$ cat config.mk
export PLATFORM = sky130hd
export DESIGN_NAME = dense_layer_param
export DESIGN_NICKNAME = d
export VERILOG_FILES = /design/src/rtl/dense_layer_param.sv
export SDC_FILE = /design/constraint.sdc
export NUM_CORES = 2
export LEC_CHECK = 0
export BUFFER_PORTS_ARGS = -buffer_cell sky130_fd_sc_hd__buf_4
export CORE_MARGIN = 10
export CORE_UTILIZATION = 49
export CTS_CLUSTER_SIZE = 40
export DETAILED_ROUTE_END_ITERATION = 10
export PLACE_DENSITY_LB_ADDON = 0.1
export SYNTH_ARGS = -nofsm -noshare
export SYNTH_HDL_FRONTEND = slang
export SYNTH_SLANG_ARGS = --single-unit
$ cat constraint.sdc
create_clock -name clk -period 7.7 [get_ports clk]
set_input_delay 2.31 -clock clk [delete_from_list [all_inputs] [get_ports clk]]
set_output_delay 2.31 -clock clk [all_outputs]
set_load 0.01 [all_outputs]
$ cat src/rtl/dense_layer_param.sv
// Fully-connected layer: buffers one frame of activations, runs N_OUT dot products
// through one pipelined MAC, then bias/round/saturate/ReLU onto a valid/ready stream.
module dense_layer_param #(
    parameter int DW       = 16,
    parameter int N_IN     = 128,
    parameter int N_OUT    = 11,
    parameter int FRAC_IN  = 12,
    parameter int FRAC_OUT = 9,
    parameter int ACC_W    = 2*DW + $clog2(N_IN),
    localparam int WA_W    = $clog2(N_IN*N_OUT),
    localparam int BA_W    = (N_OUT > 1) ? $clog2(N_OUT) : 1
) (
    input  logic            clk,
    input  logic            rst,
    input  logic [DW-1:0]   din,
    input  logic            din_valid,
    output logic            din_ready,
    input  logic            relu_en,
    output logic [WA_W-1:0] w_addr,
    input  logic [DW-1:0]   w_data,
    output logic [BA_W-1:0] b_addr,
    input  logic [DW-1:0]   b_data,
    output logic [DW-1:0]   dout,
    output logic            dout_valid,
    input  logic            dout_ready,
    output logic            dout_last,
    output logic            dout_sat
);

    localparam int I_W = $clog2(N_IN);
    localparam int S   = 2*FRAC_IN - FRAC_OUT;
    localparam int VW  = ((ACC_W > DW + S) ? ACC_W : DW + S) + 2;
    localparam logic [I_W-1:0]  LAST_I = I_W'(N_IN - 1);
    localparam logic [BA_W-1:0] LAST_J = BA_W'(N_OUT - 1);
    localparam logic [VW-1:0]   RND    = ({{(VW-1){1'b0}}, 1'b1} << S) >> 1;

    typedef enum logic [2:0] {
        S_LOAD, S_COMPUTE, S_DRAIN, S_FINISH, S_OUT, S_NEXT
    } state_t;

    state_t state_r, state_nxt_s;

    logic [I_W-1:0]  i_r;
    logic [BA_W-1:0] j_r;
    logic [DW-1:0]   x_buf_r [N_IN];
    logic            relu_r;

    logic            din_ready_r;
    logic [WA_W-1:0] w_addr_r;
    logic [BA_W-1:0] b_addr_r;
    logic [DW-1:0]   dout_r;
    logic            dout_valid_r;
    logic            dout_last_r;
    logic            dout_sat_r;

    // MAC pipeline: x read aligned with ROM latency, operand regs, product reg, accumulator
    logic [DW-1:0]           x_d1_r;
    logic                    v1_r, f1_r, l1_r;
    logic signed [DW-1:0]    x_q_r, w_q_r;
    logic                    v2_r, f2_r, l2_r;
    logic signed [2*DW-1:0]  prod_r;
    logic                    v3_r, f3_r, l3_r;
    logic signed [ACC_W-1:0] acc_r;

    logic signed [VW-1:0] sum_s, shr_s;
    logic [VW-DW:0]       hi_s;
    logic [DW-1:0]        clip_s, res_s;
    logic                 sat_s;

    assign din_ready  = din_ready_r;
    assign w_addr     = w_addr_r;
    assign b_addr     = b_addr_r;
    assign dout       = dout_r;
    assign dout_valid = dout_valid_r;
    assign dout_last  = dout_last_r;
    assign dout_sat   = dout_sat_r;

    // Next-state logic
    always_comb begin
        state_nxt_s = state_r;
        case (state_r)
            S_LOAD: begin
                if (din_valid && din_ready_r && (i_r == LAST_I)) begin
                    state_nxt_s = S_COMPUTE;
                end else begin
                    state_nxt_s = S_LOAD;
                end
            end
            S_COMPUTE: begin
                if (i_r == LAST_I) begin
                    state_nxt_s = S_DRAIN;
                end else begin
                    state_nxt_s = S_COMPUTE;
                end
            end
            S_DRAIN: begin
                if (v3_r && l3_r) begin
                    state_nxt_s = S_FINISH;
                end else begin
                    state_nxt_s = S_DRAIN;
                end
            end
            S_FINISH: state_nxt_s = S_OUT;
            S_OUT: begin
                if (dout_valid_r && dout_ready) begin
                    state_nxt_s = S_NEXT;
                end else begin
                    state_nxt_s = S_OUT;
                end
            end
            S_NEXT: begin
                if (j_r == LAST_J) begin
                    state_nxt_s = S_LOAD;
                end else begin
                    state_nxt_s = S_COMPUTE;
                end
            end
            default: state_nxt_s = S_LOAD;
        endcase
    end

    // State, counters, frame buffer and output registers
    always_ff @(posedge clk) begin
        if (rst) begin
            state_r      <= S_LOAD;
            i_r          <= {I_W{1'b0}};
            j_r          <= {BA_W{1'b0}};
            relu_r       <= 1'b0;
            din_ready_r  <= 1'b0;
            w_addr_r     <= {WA_W{1'b0}};
            b_addr_r     <= {BA_W{1'b0}};
            dout_r       <= {DW{1'b0}};
            dout_valid_r <= 1'b0;
            dout_last_r  <= 1'b0;
            dout_sat_r   <= 1'b0;
            for (int k = 0; k < N_IN; k++) begin
                x_buf_r[k] <= {DW{1'b0}};
            end
        end else begin
            state_r     <= state_nxt_s;
            din_ready_r <= (state_nxt_s == S_LOAD);
            case (state_r)
                S_LOAD: begin
                    if (din_valid && din_ready_r) begin
                        x_buf_r[i_r] <= din;
                        if (i_r == LAST_I) begin
                            i_r    <= {I_W{1'b0}};
                            relu_r <= relu_en;
                        end else begin
                            i_r <= i_r + I_W'(1'b1);
                        end
                    end
                end
                S_COMPUTE: begin
                    b_addr_r <= j_r;
                    if (i_r == LAST_I) begin
                        i_r <= {I_W{1'b0}};
                    end else begin
                        i_r      <= i_r + I_W'(1'b1);
                        w_addr_r <= w_addr_r + WA_W'(1'b1);
                    end
                end
                S_NEXT: begin
                    // the next neuron's base address appears only with its first compute cycle
                    if (j_r == LAST_J) begin
                        j_r      <= {BA_W{1'b0}};
                        w_addr_r <= {WA_W{1'b0}};
                    end else begin
                        j_r      <= j_r + BA_W'(1'b1);
                        w_addr_r <= w_addr_r + WA_W'(1'b1);
                    end
                end
                default: begin
                end
            endcase
            if (state_r == S_FINISH) begin
                dout_r       <= res_s;
                dout_sat_r   <= sat_s;
                dout_last_r  <= (j_r == LAST_J);
                dout_valid_r <= 1'b1;
            end else if (dout_valid_r && dout_ready) begin
                dout_valid_r <= 1'b0;
            end
        end
    end

    // MAC pipeline; acc restarts on the first product of every neuron
    always_ff @(posedge clk) begin
        if (rst) begin
            x_d1_r <= {DW{1'b0}};
            v1_r   <= 1'b0;
            f1_r   <= 1'b0;
            l1_r   <= 1'b0;
            x_q_r  <= {DW{1'b0}};
            w_q_r  <= {DW{1'b0}};
            v2_r   <= 1'b0;
            f2_r   <= 1'b0;
            l2_r   <= 1'b0;
            prod_r <= {(2*DW){1'b0}};
            v3_r   <= 1'b0;
            f3_r   <= 1'b0;
            l3_r   <= 1'b0;
            acc_r  <= {ACC_W{1'b0}};
        end else begin
            x_d1_r <= x_buf_r[i_r];
            v1_r   <= (state_r == S_COMPUTE);
            f1_r   <= (i_r == {I_W{1'b0}});
            l1_r   <= (i_r == LAST_I);
            x_q_r  <= x_d1_r;
            w_q_r  <= w_data;
            v2_r   <= v1_r;
            f2_r   <= f1_r;
            l2_r   <= l1_r;
            prod_r <= x_q_r * w_q_r;
            v3_r   <= v2_r;
            f3_r   <= f2_r;
            l3_r   <= l2_r;
            if (v3_r) begin
                if (f3_r) begin
                    acc_r <= {{(ACC_W-2*DW){prod_r[2*DW-1]}}, prod_r};
                end else begin
                    acc_r <= acc_r + {{(ACC_W-2*DW){prod_r[2*DW-1]}}, prod_r};
                end
            end
        end
    end

    // Bias add, half-up rounding, saturation and optional ReLU
    always_comb begin
        sum_s = {{(VW-ACC_W){acc_r[ACC_W-1]}}, acc_r}
              + ({{(VW-DW){b_data[DW-1]}}, b_data} << S)
              + RND;
        shr_s = sum_s >>> S;
        hi_s  = shr_s[VW-1:DW-1];
        if ((&hi_s) || !(|hi_s)) begin
            sat_s  = 1'b0;
            clip_s = shr_s[DW-1:0];
        end else if (shr_s[VW-1]) begin
            sat_s  = 1'b1;
            clip_s = {1'b1, {(DW-1){1'b0}}};
        end else begin
            sat_s  = 1'b1;
            clip_s = {1'b0, {(DW-1){1'b1}}};
        end
        if (relu_r && clip_s[DW-1]) begin
            res_s = {DW{1'b0}};
        end else begin
            res_s = clip_s;
        end
    end

endmodule

==> impl_metrics.sql <==
INSERT INTO impl_metrics (metric_group, metric, value, unit) VALUES
('run_status', 'status', 'complete, no violations', ''),
('power_and_ir_drop', 'clock_share_of_power', '0.408', ''),
('floorplanning', 'die_area', '241000', 'µm²'),
('timing', 'grt_setup_unrepaired', 'no', ''),
('power_and_ir_drop', 'ir_worst_vdd', '0.234', 'mV'),
('detailed_routing', 'tritonroute_pass_1_iters', '7', ''),
('global_route', 'groute.layer.met3.usage', '0.0469', ''),
('synthesis', 'ys_seq_elements', '2226', ''),
('power_and_ir_drop', 'share_comb_of_total_power', '0.070', ''),
('timing', 'totalNegativeSetupSlack', '0', 'ps'),
('placed_design', 'io_buf_count', '87', ''),
('synthesis', 'post_synth_inst_count', '8704', ''),
('global_route', 'grt_first_pass_wirelength', '509000', 'µm'),
('synthesis', 'async_reset_ff_frac', '0', ''),
('floorplanning', 'num_rows', '172', ''),
('timing', 'finalHoldViolations', '0', ''),
('setup_path', 'crit_arrival', '7480', 'ps'),
('power_and_ir_drop', 'total_switching_power', '6.45', 'mW'),
('setup_path', 'reg2reg_to', 'prod_r[30]', ''),
('setup_path', 'critical_path.startpoint_type', 'flop', ''),
('detailed_routing', 'drtIter0Drc', '8979', ''),
('global_route', 'gr-usage-all-layers', '0.285', ''),
('timing', 'min_period_over_period', '0.881', ''),
('timing', 'timing.final.max_slew_violations', '0', ''),
('detailed_routing', 'ant_nets', '0', ''),
('timing', 'period_needed', '6780', 'ps'),
('setup_path', 'reg2reg_from', 'x_q_r[15]', ''),
('finish', 'final_util', '0.543', ''),
('power_and_ir_drop', 'power.sequential.fraction', '0.522', ''),
('setup_path', 'cpMaxStageDelayCell', 'sky130_fd_sc_hd__fa_1', ''),
('global_route', 'groute.layer.met1.usage', '0.400', ''),
('synthesis', 'yosys_most_used_dff', 'sky130_fd_sc_hd__edfxtp_1', ''),
('power_and_ir_drop', 'power.density', '224', 'nW/µm²'),
('placed_design', 'placed_cells_incl_taps', '11262', ''),
('worst_hold_path', 'min-delay-start', 'f2_r', ''),
('detailed_routing', 'post-route-drc-count', '0', ''),
('clock_tree', 'clk_pin_slew_worst_paths', '60', 'ps'),
('timing', 'tightestPinTransition', '1340', 'ps'),
('power_and_ir_drop', 'netSwitchingFraction', '0.241', ''),
('timing', 'finalSetupViolCount', '0', ''),
('power_and_ir_drop', 'finalPower', '26.8', 'mW'),
('setup_path', 'critPathRequiredTime', '8400', 'ps'),
('setup_path', 'path_cells', 'nand2_1 > inv_1 > fa_1 > fa_1 > fa_1 > fa_1 > fa_1 > inv_1 > fa_1 > inv_1 > ha_1 > a21o_1 > a21o_1 > a221o_1 > o21ai_0 > a21oi_1 > o41ai_1 > xor2_1 > nor2_1', ''),
('power_and_ir_drop', 'power_leakage', '43.2', 'nW'),
('clock_tree', 'worstSkewPairLatency', '900', 'ps'),
('synthesis', 'mean_area_per_synthesized_cell', '12.5', 'µm²'),
('flow_run', 'max_cap_viol_count', '0', ''),
('clock_tree', 'clock_tree_from_tritoncts', 'done', ''),
('detailed_routing', 'detail_route.wl_per_cell', '30.3', 'µm'),
('synthesis', 'yosysWarnings', '0', ''),
('floorplanning', 'floorplan.io_pins', '88', ''),
('power_and_ir_drop', 'cellInternalPower', '20.3', 'mW'),
('placed_design', 'placed_area', '112000', 'µm²'),
('timing', 'slew-limit-headroom', '0.0997', ''),
('finish', 'nets', '8998', ''),
('synthesis', 'synth_edf_count', '2048', ''),
('floorplanning', 'core-area', '220000', 'µm²'),
('global_route', 'grt-busiest-layer', 'met2', ''),
('global_route', 'grt_start_max_net_pins', '140', ''),
('detailed_routing', 'detail_route.wirelength', '355000', 'µm'),
('setup_path', 'timing.reg2reg.setup_slack', '920', 'ps'),
('global_route', 'antenna_violations_before_repair', '17', ''),
('placed_design', 'gpl.final_weighted_congestion', '0.875', ''),
('clock_tree', 'cts.root.buffer_cell', 'sky130_fd_sc_hd__clkbuf_16', ''),
('clock_tree', 'cts_hold_buffers', '0', ''),
('clock_tree', 'cts_max_path_buffers', '3', ''),
('synthesis', 'syn_nets', '9168', ''),
('detailed_routing', 'vias_per_cell', '6.16', ''),
('setup_path', 'critPathMostFrequentCell', 'sky130_fd_sc_hd__fa_1', ''),
('worst_hold_path', 'worst_hold_path.endpoint', 'f3_r', ''),
('finish', 'finalNonFillerCells', '11686', '');
## state kept, by name, summed over array words and instances, names as in the netlist, 11 cells and up
register,cells
w_q_r,16
x_d1_r,16
w_addr,11
acc_r,39
dout,16
x_buf_r,2048
prod_r,32
x_q_r,16
## metal layers
metal	wire length, µm	up-vias	share of wire
met5	45	-	0.00013
met4	14100	8	0.040
met3	31000	576	0.087
met2	163000	3403	0.46
met1	146000	36867	0.41
li1	-	31134	-
## metrics by stage
stage	setup slack (ps)	hold slack, ps
floorplan	1510	414
global placement	1020	417
detailed placement	952	421
CTS	918	434
global route	499	458
finish	919	432
## logic make-up after synthesis
group           Yosys count  synth area share
xor+xnor                 84           0.00678
fa+ha+maj               411            0.0657
mux                      15           0.00141
buf+inv                1037            0.0372
compound gates         1667             0.114
flops                  2226             0.600
simple gates           3264             0.175
## worst max-delay path by stage
stage	from	end	slack [ps]	cells past startpoint
detailed placement	x_q_r[3]	prod_r[31]	950	22
global placement	x_q_r[15]	prod_r[30]	1020	22
floorplan	x_q_r[15]	prod_r[30]	1510	23
CTS	x_q_r[5]	prod_r[31]	920	22
global route	x_q_r[15]	prod_r[30]	500	19
finish	x_q_r[15]	prod_r[30]	920	19
## critical path, delay by kind of cell, from the launching register on
kind / cells / cell delay (ps)
adder cells (fa/ha/maj): 7 / 3810
buffers and inverters: 3 / 260
flip-flops: 1 / 690
XOR/XNOR: 1 / 200
AO/OA/AOI/OAI: 6 / 1420
AND/OR/NAND/NOR: 2 / 240
## synthesized netlist by cell type, types with 56 or more instances
master                     count  area [µm²]
sky130_fd_sc_hd__a22oi_1     793        5950
sky130_fd_sc_hd__nor2_1      292        1100
sky130_fd_sc_hd__nand3_1      63         315
sky130_fd_sc_hd__inv_1       310        1160
sky130_fd_sc_hd__a221oi_1    136        1190
sky130_fd_sc_hd__clkbuf_1    626        2350
sky130_fd_sc_hd__nand2_1     271        1020
sky130_fd_sc_hd__dfxtp_1     178        3560
sky130_fd_sc_hd__a31oi_1      69         432
sky130_fd_sc_hd__nand4_1     128         801
sky130_fd_sc_hd__edfxtp_1   2048       61500
sky130_fd_sc_hd__a22o_1      123        1080
sky130_fd_sc_hd__and2_1     2177       13600
sky130_fd_sc_hd__buf_1        56         210
sky130_fd_sc_hd__xnor2_1      57         499
sky130_fd_sc_hd__ha_1        147        1840
sky130_fd_sc_hd__or2_2       131         820
sky130_fd_sc_hd__a41oi_1      73         639
sky130_fd_sc_hd__a21oi_1     140         701
sky130_fd_sc_hd__o21ai_0     105         526
sky130_fd_sc_hd__nor2b_1      57         357
sky130_fd_sc_hd__fa_1        264        5290
## placed cells by master (no fill, tap or decap), types with 46 or more instances in the layout
cell type,netlist,layout
sky130_fd_sc_hd__nor2b_1,57,55
sky130_fd_sc_hd__a41oi_1,73,73
sky130_fd_sc_hd__a31oi_1,69,69
sky130_fd_sc_hd__nor2_1,292,292
sky130_fd_sc_hd__a21oi_1,140,140
sky130_fd_sc_hd__o211ai_1,47,47
sky130_fd_sc_hd__xnor2_1,57,57
sky130_fd_sc_hd__clkbuf_1,626,71
sky130_fd_sc_hd__a22o_1,123,123
sky130_fd_sc_hd__o21ai_0,105,105
sky130_fd_sc_hd__and2_1,2177,2177
sky130_fd_sc_hd__buf_4,0,304
sky130_fd_sc_hd__ha_1,147,147
sky130_fd_sc_hd__clkinv_1,2,46
sky130_fd_sc_hd__nand4_1,128,128
sky130_fd_sc_hd__or2_2,131,131
sky130_fd_sc_hd__nand2_1,271,269
sky130_fd_sc_hd__nand3_1,63,60
sky130_fd_sc_hd__fa_1,264,264
sky130_fd_sc_hd__edfxtp_1,2048,2048
sky130_fd_sc_hd__a221oi_1,136,136
sky130_fd_sc_hd__clkbuf_16,0,231
sky130_fd_sc_hd__inv_1,310,310
sky130_fd_sc_hd__a22oi_1,793,793
sky130_fd_sc_hd__dfxtp_1,178,173
## final cells by class
cell class	instances	area, µm²
repair buffers	325	2700
well taps	2958	3700
fillers	18546	101000
diodes	5	12.5
multi-input cells	5441	39400
clock inverters	108	1070
clock buffers	311	6170
inverters	312	1170
flip-flops and latches	2226	65100
## power by group through the flow
stage	clock, mW	sequential, mW	combinational, mW
floorplan	0	14.1	1.15
global placement	0	14.2	1.86
detailed placement	0	14.2	1.87
CTS	11.0	14.0	1.88
global route	11.4	14.0	2.02
finish	10.9	14.0	1.88
Note: power is estimated with default switching activity, not from simulation.
